===== src/rtl/fifo_read_arbiter.sv =====
// fifo_read_arbiter
//   Shares the read port of one asynchronous FIFO among NREQ consumers that
//   live in the FIFO's read clock domain. Round-robin grant, up to BURST pops
//   per grant, every popped word returned tagged with its owner's index.
//
// Ports
//   clk         read-domain clock, rising edge
//   rst         synchronous active-high reset
//   req         per-requester read request (level)
//   gnt         one-hot grant (registered)
//   fifo_empty  FIFO empty flag, already synchronised to clk
//   fifo_rd_en  FIFO pop strobe (combinational from state and inputs)
//   fifo_rdata  FIFO read data, valid the cycle after fifo_rd_en
//   dout        returned word (registered, held while dout_valid is low)
//   dout_valid  one-cycle strobe per returned word
//   dout_id     index of the requester that owns dout
module fifo_read_arbiter #(
  parameter int NREQ   = 4,
  parameter int BURST  = 4,
  parameter int DWIDTH = 8
) (
  input  logic                    clk,
  input  logic                    rst,
  input  logic [NREQ-1:0]         req,
  output logic [NREQ-1:0]         gnt,
  input  logic                    fifo_empty,
  output logic                    fifo_rd_en,
  input  logic [DWIDTH-1:0]       fifo_rdata,
  output logic [DWIDTH-1:0]       dout,
  output logic                    dout_valid,
  output logic [$clog2(NREQ)-1:0] dout_id
);

  localparam int IDW = $clog2(NREQ);
  localparam int CW  = $clog2(BURST + 1);

  typedef enum logic {
    IDLE  = 1'b0,
    GRANT = 1'b1
  } state_t;

  state_t            state_q, state_d;
  logic [IDW-1:0]    owner_q, owner_d;
  logic [IDW-1:0]    last_q,  last_d;
  logic [CW-1:0]     cnt_q,   cnt_d;
  logic [NREQ-1:0]   gnt_q,   gnt_d;

  logic              tag_valid_q;
  logic [IDW-1:0]    tag_q;
  logic [DWIDTH-1:0] dout_q;
  logic              dout_valid_q;
  logic [IDW-1:0]    dout_id_q;

  logic              pop;
  logic [CW-1:0]     cnt_inc;
  logic [IDW-1:0]    winner;

  // Candidate table: slot gi holds the requester index at distance gi+1
  // from the previous winner, so slot 0 has the highest priority.
  logic [IDW-1:0]    cand_idx [NREQ];
  logic [NREQ-1:0]   cand_req;

  genvar gi;
  generate
    for (gi = 0; gi < NREQ; gi++) begin : g_cand
      assign cand_idx[gi] = IDW'((int'(last_q) + gi + 1) % NREQ);
      assign cand_req[gi] = req[cand_idx[gi]];
    end
  endgenerate

  // Walk from lowest priority to highest so the nearest set request wins.
  always_comb begin
    winner = last_q;
    for (int i = NREQ - 1; i >= 0; i--) begin
      if (cand_req[i]) begin
        winner = cand_idx[i];
      end
    end
  end

  assign cnt_inc = cnt_q + CW'(1);

  always_comb begin
    state_d = state_q;
    owner_d = owner_q;
    last_d  = last_q;
    cnt_d   = cnt_q;
    gnt_d   = gnt_q;
    pop     = 1'b0;
    case (state_q)
      IDLE: begin
        if (|req && !fifo_empty) begin
          state_d = GRANT;
          owner_d = winner;
          last_d  = winner;
          cnt_d   = '0;
          gnt_d   = NREQ'(1) << winner;
        end
      end
      GRANT: begin
        // An empty FIFO just stalls the grant: nobody else could read anyway.
        pop = req[owner_q] && !fifo_empty && (cnt_q < CW'(BURST));
        if (pop) begin
          cnt_d = cnt_inc;
        end
        if (!req[owner_q] || (pop && (cnt_inc == CW'(BURST)))) begin
          state_d = IDLE;
          gnt_d   = '0;
        end
      end
      default: begin
        state_d = IDLE;
        gnt_d   = '0;
      end
    endcase
  end

  always_ff @(posedge clk) begin
    if (rst) begin
      state_q <= IDLE;
      owner_q <= '0;
      last_q  <= IDW'(NREQ - 1);
      cnt_q   <= '0;
      gnt_q   <= '0;
    end else begin
      state_q <= state_d;
      owner_q <= owner_d;
      last_q  <= last_d;
      cnt_q   <= cnt_d;
      gnt_q   <= gnt_d;
    end
  end

  // Return path: the owner is tagged at pop time and paired with the FIFO
  // data one cycle later. Reset empties the tag pipe, so a pop issued in the
  // reset cycle, and any word still in flight, is never presented.
  always_ff @(posedge clk) begin
    if (rst) begin
      tag_valid_q  <= 1'b0;
      tag_q        <= '0;
      dout_q       <= '0;
      dout_valid_q <= 1'b0;
      dout_id_q    <= '0;
    end else begin
      tag_valid_q  <= pop;
      if (pop) begin
        tag_q <= owner_q;
      end
      dout_valid_q <= tag_valid_q;
      if (tag_valid_q) begin
        dout_q    <= fifo_rdata;
        dout_id_q <= tag_q;
      end
    end
  end

  assign gnt        = gnt_q;
  assign fifo_rd_en = pop;
  assign dout       = dout_q;
  assign dout_valid = dout_valid_q;
  assign dout_id    = dout_id_q;

endmodule


===== config.mk =====
export PLATFORM = sky130hd
export DESIGN_NAME = fifo_read_arbiter
export DESIGN_NICKNAME = d
export VERILOG_FILES = /design/src/rtl/fifo_read_arbiter.sv
export SDC_FILE = /design/constraint.sdc
export NUM_CORES = 1
export LEC_CHECK = 0
export BUFFER_PORTS_ARGS = -buffer_cell sky130_fd_sc_hd__clkbuf_2
export CAP_MARGIN = 40
export CORE_ASPECT_RATIO = 1.75
export CORE_MARGIN = 5
export CORE_UTILIZATION = 45
export CTS_CLUSTER_SIZE = 30
export DETAILED_ROUTE_END_ITERATION = 10
export HOLD_SLACK_MARGIN = 0.05
export PLACE_DENSITY = 0.73
export SYNTH_ARGS = -nofsm -noshare
export SYNTH_HDL_FRONTEND = slang
export SYNTH_SLANG_ARGS = --single-unit

===== constraint.sdc =====
create_clock -name clk -period 1.6 [get_ports clk]
set_clock_uncertainty 0.15 [all_clocks]
set_input_delay 0.32 -clock clk [delete_from_list [all_inputs] [get_ports clk]]
set_output_delay 0.32 -clock clk [all_outputs]
set_load 0.01 [all_outputs]

==> metrics.csv, run 1 <==
metric,value,unit
status,"finished, violations left",
violated checks,setup timing,
Final WS setup,-0.257,ns
crit path max fanout,2,
worst hold start,fifo_rdata[0],
Final Max Slew Viols,0,
drt wl/cell,14.4,um
Least-Margin Pin Slew,0.460,ns
setup tns final,-1.08,ns
R2R depth,5,
Area Overhead vs Synth,39.5,%
first-pass GRT wire length,4020,um
maximum VDD drop,0.000733,V
Final Hold Vio Count,0,
dpl ws,-0.167,ns
CP bufs+invs,2,
antenna cells,0,
Max Root-Sink Buffers,2,
CP cell instances,mux4_2 > nand3_2 > inv_2 > clkbuf_2,
"Seq/Total Area, Yosys",47.5,%
drt pass-1 iters,4,
vias in the first global route,1032,
min cycle time layout,1.86,ns
crit end category,output pin,
mean post-synth cell area,9.53,um^2
largest net degree at the start of global routing,16,
clock buffer count from CTS,3,
fmax,539,MHz
CTS tree,built,
hold endpoint,dout[0],
Core Rows,23,
Cells after DPL,180,
Setup CP Type,reg2out,
ANT nets after route,0,
Syn Nets,132,
core area,2300,um^2
power density over the cells,868,nW/um^2
drt initial violations,20,
DP HPWL,2040,um
share of cells above drive strength 1,42.7,%
Cells after Synth,115,
Critical-path top delay cell,mux4_2,
hold depth,3,
Root Driver,clkbuf_8,
reg-to-reg endpoint,gnt[0],
clk_lat worst skew,0.26,ns
Tightest Hold Check Type,in2reg,
synthesized cell area,1100,um^2
Die ar.,3560,um^2
Starting Density,47.6,%
initial antenna violation count,0,
# hold bufs at CTS,0,
Die Y,75.3,um
drt total wl,2720,um
"commonest non-fill, non-tap cells in the layout","clkbuf_2 (30), dfxtp_1 (25), buf_4 (19)",
unrepaired setup endpoints after global routing,true,
gpl congestion,0.799,
gr usage total,15.5,%
"commonest non-fill, non-tap cell in the layout",clkbuf_2,
Ys Warns,0,
Synth Register Bits,26,
Die Wd,47.3,um
Worst R2R Start,owner_q[1],
"reg-to-reg slack, setup",-0.18,ns
Worst setup SP type,register,
leakage power,0.677,nW
grt ovf,0,
Worst Path Required,1.13,ns
synth unique cells,29,
via count,1032,
end-of-flow core utilization,66.4,%
Via-to-Cell Ratio,5.46,
Ports,31,
Max-cap violations,0,
number of nets in the layout,182,
Final Setup Violations,9,
IO Port Bufs,30,
clock net sink count,26,
fin crit share,116,%
CP max stage delay,0.52,ns
htree depth,1,
Final Non-Filler Cells,189,
Post-route DRC,0,
Arrival @ worst endpoint,1.39,ns
Top delay family on crit path,multiplexers,
clk slew on worst S/H paths,0.09,ns
max_slew headroom,69.2,%
==> how the worst max path moves through the flow <==
stage	startpoint	end	slack [ns]	cells after the start
after floorplan	owner_q[1]	gnt[0]	-0.04	4
after global routing	owner_q[1]	fifo_rd_en	-0.31	4
after CTS	owner_q[1]	fifo_rd_en	-0.26	4
final	owner_q[1]	fifo_rd_en	-0.26	4
after detailed placement	req[3]	gnt[0]	-0.17	5
after global placement	req[3]	gnt[0]	-0.14	5
==> routing by layer <==
metal | GRT usage (%) | vias to the layer above | wire [um]
met5 | 0 | - | 0
met3 | 2.63 | 4 | 176
met1 | 14.0 | 485 | 984
met4 | 10.8 | 0 | 45
met2 | 28.8 | 34 | 1510
li1 | - | 509 | -
==> cell usage after synthesis, drive strengths merged <==
| library cell | instances | area share, % |
|---|---|---|
| dfxtp | 26 | 47 |
| nor2 | 16 | 5.5 |
| mux2i | 10 | 9.1 |
| a21oi | 8 | 3.7 |
| nand2 | 8 | 2.7 |
| nor3 | 5 | 2.3 |
| nand2b | 4 | 2.3 |
| clkbuf | 3 | 1.0 |
| nand3 | 3 | 1.4 |
| nand4b | 3 | 2.4 |
| nor2b | 3 | 1.7 |
| o31ai | 3 | 2.1 |
| buf | 2 | 0.80 |
| ha | 2 | 2.3 |
| inv | 2 | 0.69 |
| nor4 | 2 | 1.1 |
| o21ai | 2 | 0.91 |
| o32ai | 2 | 1.6 |
| or3 | 2 | 1.1 |
| a211o | 1 | 0.80 |
| a21bo | 1 | 0.91 |
| and2 | 1 | 0.80 |
| mux4 | 1 | 2.1 |
| nand4bb | 1 | 2.5 |
| nor3b | 1 | 0.69 |
| o211ai | 1 | 0.69 |
| o21a | 1 | 0.69 |
| o21bai | 1 | 0.69 |
==> final cells by class <==
class                      count  area (um^2)
sequential                    26          522
timing repair buffer          50          304
clock buffer                   4         55.1
tap                           25         31.3
inverter                       2         7.51
fill                         206          773
multi-input combinational     82          609
==> worst register-to-register path, cell delays in order (launching register included) <==
cell     delay, ns
dfxtp_2       0.35
mux4_2        0.52
buf_4         0.16
a21bo_1       0.18
and2_4        0.14
o31ai_1       0.20
==> through the flow <==
step                hold WS, ns  area (um^2)  total power [W]
floorplan                 0.286         1100         0.000811
global placement          0.299         1380         0.000892
detailed placement        0.305         1380         0.000900
CTS                       0.147         1470          0.00132
global route              0.159         1530          0.00139
finish                    0.142         1530          0.00133
==> state kept, by name, summed over array words and instances (netlist names) <==
signal,flops
gnt,4
dout_id,2
state_q,1
owner_q,2
dout_valid,1
last_q,2
cnt_q,3
tag_valid_q,1
dout,8
tag_q,2
==> cell families after synthesis <==
kind of cell	synth area share, %
compound gates	12.0
fa+ha+maj	2.28
buf+inv	2.51
flops	47.5
mux	11.2
simple gates	24.5
==> repair_timing <==
action / CTS / global route
gates cloned: 0 / 0
resized for setup: 2 / 13
setup buffers: 5 / 1
endpoints found under the setup margin: 4 / 12
pin swaps: 3 / 4
==> power breakdown <==
group / switching, W / internal (W) / total [W]
clock: 0.000195 / 0.000219 / 0.000414
sequential: 0.0000202 / 0.000672 / 0.000692
combinational: 0.000109 / 0.000112 / 0.000221
total: 0.000325 / 0.00100 / 0.00133
Power figures use the tool's default switching activity.
==> run 2, diff against run 1 <==
--- a/config.mk
+++ b/config.mk
@@ -5,15 +5,16 @@
 export SDC_FILE = /design/constraint.sdc
 export NUM_CORES = 1
 export LEC_CHECK = 0
+export ABC_AREA = 1
 export BUFFER_PORTS_ARGS = -buffer_cell sky130_fd_sc_hd__clkbuf_2
 export CAP_MARGIN = 40
 export CORE_ASPECT_RATIO = 1.75
 export CORE_MARGIN = 5
-export CORE_UTILIZATION = 45
+export CORE_UTILIZATION = 46
 export CTS_CLUSTER_SIZE = 30
 export DETAILED_ROUTE_END_ITERATION = 10
 export HOLD_SLACK_MARGIN = 0.05
-export PLACE_DENSITY = 0.73
+export PLACE_DENSITY = 0.74
 export SYNTH_ARGS = -nofsm -noshare
 export SYNTH_HDL_FRONTEND = slang
 export SYNTH_SLANG_ARGS = --single-unit
==> run 2 against run 1 <==
  * The run still ends with setup timing left
  * Sequential power is 3.6% higher
  * Sequential share of layout area down 0.66 points
  * Clock power about the same
  * Global-route usage up 1.8 points
  * Worst hold slack got worse by 0.018 ns
==> metrics.csv, run 2 <==
metric,value,unit
Critical-path top delay cell,dfxtp_2,
"commonest non-fill, non-tap cell in the layout",nand2_1,
synth unique cells,18,
core area,2460,um^2
Least-Margin Pin Slew,0.331,ns
largest net degree at the start of global routing,15,
first-pass GRT wire length,4860,um
gr usage total,17.3,%
Hold WS,0.124,ns
# hold bufs at CTS,0,
Cells after Synth,168,
power density over the cells,1010,nW/um^2
Die Wd,48.1,um
grt ovf,0,
Die Y,76.6,um
status,"finished, violations left",
final instance area,1570,um^2
share of the synthesized area in the top cell type,44.6,%
max reg flops,8,
Area Overhead vs Synth,34.7,%
Post-synth top cells,"nand2_1 (46), dfxtp_1 (26), nor2_1 (24)",
gpl congestion,0.702,
max_slew headroom,77.9,%
antenna cells,0,
Die ar.,3680,um^2
clk_lat worst skew,0.27,ns
drt wl/cell,12.4,um
IO Port Bufs,30,
cell taking the most area after synthesis,dfxtp_1,
M1 WL,1080,um
Max Root-Sink Buffers,2,
Met2 Wirelength,1670,um
Ports,31,
Worst setup SP type,register,
number of nets in the layout,230,
CP bufs+invs,4,
Final Power,0.00158,W
clock net sink count,26,
Tightest Hold Check Type,in2reg,
initial antenna violation count,0,
leakage power,0.822,nW
DP HPWL,2190,um
cell with the most instances after synthesis,nand2_1,
Via-to-Cell Ratio,5.21,
Fill cells,252,
Setup CP Type,reg2out,
placed cell area,1380,um^2
drt pass-1 iters,4,
via count,1241,
crit path max fanout,3,
Max-cap violations,0,
Root Driver,clkbuf_8,
number of synthesized flops with an enable pin,0,
most frequent CP cell,inv_2,
Starting Density,47.4,%
clock buffer count from CTS,3,
Final WS setup,-0.0166,ns
CP max stage delay,0.34,ns
Final Setup Violations,1,
Arrival @ worst endpoint,1.15,ns
mean post-synth cell area,6.94,um^2
synthesized cell area,1170,um^2
crit end category,output pin,
met3 WL,137,um
vias in the first global route,1216,
Post-route DRC,0,
Core Rows,24,
Syn Nets,185,
asr flop ratio synth,0,%
unrepaired setup endpoints after global routing,true,
fin crit share,101,%
largest cells by area after synthesis,"dfxtp_1 (45%), nand2_1 (15%), nor2_1 (7.7%)",
top layer in use,met4,
"Seq/Total Area, Yosys",44.6,%
Worst Path Required,1.13,ns
CTS tree,built,
Synth Register Bits,26,
maximum VDD drop,0.000795,V
drt total wl,2950,um
Final Hold Vio Count,0,
Ys Warns,0,
Top delay family on crit path,flip-flops,
fmax,619,MHz
CP cell instances,inv_2 > nand2_1 > nand3_1 > nand2_1 > inv_2 > nand3_2 > inv_2 > buf_6,
violated checks,setup timing,
htree depth,1,
ys flop type,dfxtp_1,
drt initial violations,36,
ANT nets after route,0,
share of cells above drive strength 1,40.1,%
min cycle time layout,1.62,ns
"commonest non-fill, non-tap cells in the layout","nand2_1 (36), clkbuf_2 (29), nor2_1 (24)",
Final Max Slew Viols,0,
clk slew on worst S/H paths,0.08,ns
[run 2: cell types whose count changed after synthesis, moves of 4 or more]
cell / change
a21oi_1: +6
inv_1: +12
mux2i_1: -10
nand2_1: +38
nand2_2: +4
nand2b_1: -4
nand3_1: +6
nor2_1: +8
nor3_1: -4
o21ai_0: +12
[run 2: layout make-up]
| type | count | area [um^2] | share of cell area (%) |
|---|---|---|---|
| clock buffers | 4 | 55.1 | 3.51 |
| inverters | 17 | 71.3 | 4.54 |
| multi-input cells | 120 | 617 | 39.3 |
| flip-flops and latches | 26 | 526 | 33.5 |
| well taps | 26 | 32.5 | 2.07 |
| repair buffers | 45 | 269 | 17.1 |
[run 2: path summary, 6_finish.rpt]
check	slack [ns]	from	depth (start not counted)	end
setup / recovery	-0.02	owner_q[0]	8	fifo_rd_en
hold / removal	0.12	fifo_rdata[4]	3	dout[4]
setup reg to reg	0.04	last_q[0]	13	last_q[0]
hold reg to reg	0.32	gnt[0]	2	gnt[0]
[run 2: report_power, final]
group | internal (W) | total [W] | switching, W | leakage (nW)
clock | 0.000220 | 0.000413 | 0.000194 | 0.0288
combinational | 0.000179 | 0.000453 | 0.000274 | 0.582
sequential | 0.000689 | 0.000717 | 0.0000277 | 0.212
[run 2: timing repair]
item / CTS / global route
pin swaps: 1 / 8
buffers inserted: 4 / 3
setup endpoints to repair: 1 / 7
gates resized for setup: 6 / 26
[run 2: layer usage]
metal | GRT usage [%] | vias to the layer above
met5 | 0 | -
met4 | 7.28 | 0
met3 | 3.07 | 7
met2 | 30.6 | 34
met1 | 18.2 | 579
li1 | - | 621
[run 2: kinds of logic (layout without fill, tap and decap cells)]
family | Yosys count | after routing | synth area share, %
fa+ha+maj | 2 | 2 | 2.15
compound gates | 30 | 30 | 13.1
buf+inv | 22 | 66 | 8.37
simple gates | 88 | 88 | 31.8
flops | 26 | 26 | 44.6
[run 2: worst min-delay path, stage by stage]
cell and delay, ns:
clkbuf_2 0.07, nor2_1 0.03, nor2_1 0.08
[run 2: per-stage QoR]
step	TNS [ns]	std cells	util [%]	worst slack (ns)
floorplan	0	168	-	0.202
CTS	-0.0167	235	59.9	-0.0167
global placement	0	227	56.1	0.0829
detailed placement	0	227	56.1	0.0374
finish	-0.0166	238	63.8	-0.0166
global route	-0.216	238	63.8	-0.0868
==> run 3, diff against run 2 <==
--- a/config.mk
+++ b/config.mk
@@ -7,14 +7,15 @@
 export LEC_CHECK = 0
 export ABC_AREA = 1
 export BUFFER_PORTS_ARGS = -buffer_cell sky130_fd_sc_hd__clkbuf_2
-export CAP_MARGIN = 40
+export CELL_PAD_IN_SITES_DETAIL_PLACEMENT = 1
+export CELL_PAD_IN_SITES_GLOBAL_PLACEMENT = 2
 export CORE_ASPECT_RATIO = 1.75
 export CORE_MARGIN = 5
-export CORE_UTILIZATION = 46
+export CORE_UTILIZATION = 24
 export CTS_CLUSTER_SIZE = 30
 export DETAILED_ROUTE_END_ITERATION = 10
 export HOLD_SLACK_MARGIN = 0.05
-export PLACE_DENSITY = 0.74
+export PLACE_DENSITY_LB_ADDON = 0.1
 export SYNTH_ARGS = -nofsm -noshare
 export SYNTH_HDL_FRONTEND = slang
 export SYNTH_SLANG_ARGS = --single-unit
==> run 3 against run 2 <==
  * The flow still finishes with violations (setup timing)
  * Register-to-register slack lost 0.02 ns
  * Design area increased by 8.1%
  * Final cell count grew 13%
  * Worst setup slack got worse by 0.047 ns
  * Critical path depth decreased by 1
  * First-iteration DRC count is 64% lower
  * Clock-buffer cell count shrank 1
  * Clock power rose by 33%
  * Die area is 74% higher
  * Largest power group unchanged
  * Highest routed layer unchanged
==> metrics.csv, run 3 (synthesis results as in run 2) <==
metric,value,unit
status,"finished, violations left",
violated checks,setup timing,
Starting Density,24.8,%
drt total wl,3690,um
unrepaired setup endpoints after global routing,true,
crit end category,output pin,
largest net degree at the start of global routing,16,
gpl congestion,0.679,
share of cells above drive strength 1,43.6,%
maximum VDD drop,0.000500,V
setup tns final,-0.0635,ns
first-pass GRT wire length,6020,um
Clk pwr share,31.1,%
Root Driver,clkbuf_8,
Cells after DPL,257,
DP HPWL,2920,um
Max-cap violations,0,
leakage power,0.860,nW
Die ar.,6410,um^2
area of the multi-input gates,634,um^2
grt ovf,0,
via count,1234,
Final WS setup,-0.0635,ns
clock net sink count,26,
drt pass-1 iters,3,
antenna cells,0,
IO Port Bufs,30,
Die Wd,62.7,um
Tightest Hold Check Type,in2reg,
"commonest non-fill, non-tap cells in the layout","nand2_1 (29), clkbuf_2 (29), nor2_1 (23), dfxtp_1 (23), buf_4 (20)",
drt wl/cell,13.7,um
min cycle time layout,1.66,ns
Worst setup SP type,register,
Post-route DRC,0,
Area Overhead vs Synth,45.6,%
Final Max Slew Viols,0,
Worst Path Required,1.13,ns
Sw Pwr,0.000530,W
power density over the cells,1040,nW/um^2
Final Hold Vio Count,0,
clk_lat worst skew,0.27,ns
CTS tree,built,
gr usage total,11.7,%
clk slew on worst S/H paths,0.09,ns
end-of-flow core utilization,36.1,%
drt initial violations,13,
Reg area,524,um^2
initial antenna violation count,0,
Core Rows,33,
Ports,31,
Setup CP Type,reg2out,
Seq pwr share,40.6,%
Via-to-Cell Ratio,4.57,
Logic pwr share,28.2,%
Arrival @ worst endpoint,1.19,ns
fin crit share,104,%
Die Y,102,um
Fill cells,607,
htree depth,1,
Least-Margin Pin Slew,0.363,ns
max_slew headroom,75.8,%
Final Non-Filler Cells,270,
Final Setup Violations,1,
fmax,601,MHz
crit path max fanout,3,
Max Root-Sink Buffers,2,
core area,4710,um^2
ANT nets after route,0,
max reg flops,8,
vias in the first global route,1317,
Cell Int Power,0.00124,W
Switching Share,30.0,%
clock buffer count from CTS,3,
number of nets in the layout,236,
run 3: changes by cell type in the layout (fill, tap and decap cells not counted), sizes merged:
cell	previous run	this run
inv	17	16
buf	16	22
clkinv	0	1
bufinv	0	1
clkbuf	33	32
run 3: area by class of cell:
type | count | area share, %
clock buffers | 3 | 2.43
inverters | 17 | 4.50
well taps | 52 | 3.83
multi-input cells | 120 | 37.4
flip-flops and latches | 26 | 30.9
clock inverters | 1 | 1.77
repair buffers | 51 | 19.2
run 3: timing repair:
action / CTS / global route
resized for setup: 9 / 30
setup endpoints to repair: 3 / 10
setup buffers: 5 / 5
pin swaps: 0 / 14
hold buffers: 0 / 0
run 3: path summary, 6_finish.rpt:
check | cells past startpoint | slack (ns) | endpoint | startpoint
max | 7 | -0.06 | fifo_rd_en | owner_q[0]
min | 3 | 0.12 | dout[3] | fifo_rdata[3]
max reg2reg | 12 | 0.02 | gnt[2] | last_q[0]
min reg2reg | 2 | 0.33 | gnt[0] | gnt[0]
run 3: power groups by stage:
stage	registers, W	clock network [W]	logic [W]
floorplan	0.000732	0	0.000231
global placement	0.000729	0	0.000391
detailed placement	0.000731	0	0.000403
CTS	0.000719	0.000563	0.000428
global route	0.000725	0.000599	0.000552
finish	0.000718	0.000550	0.000499
run 3: critical path, cell delays in order, from the launching register on:
cell	delay [ns]
dfxtp_2	0.35
a21oi_1	0.14
nand2_1	0.07
nand2_1	0.08
inv_2	0.04
nand3_2	0.07
inv_2	0.05
buf_6	0.11
run 3: routing by layer:
metal  share of wire (%)  global-route usage [%]  vias to the layer above
met5                   0                       0                        -
met4                0.81                    4.41                        0
met3                 3.1                    1.87                        2
met2                  60                    24.4                       20
met1                  36                    11.0                      580
li1                    -                       -                      632
run 3: through the flow:
stage	total power (W)	setup slack [ns]	instance area, um^2	hold WS [ns]
after floorplan	0.000963	0.202	1170	0.254
after global placement	0.00112	0.00706	1460	0.305
after detailed placement	0.00113	-0.0536	1460	0.315
after CTS	0.00171	-0.0814	1580	0.113
after global routing	0.00188	-0.154	1700	0.123
final	0.00177	-0.0635	1700	0.118
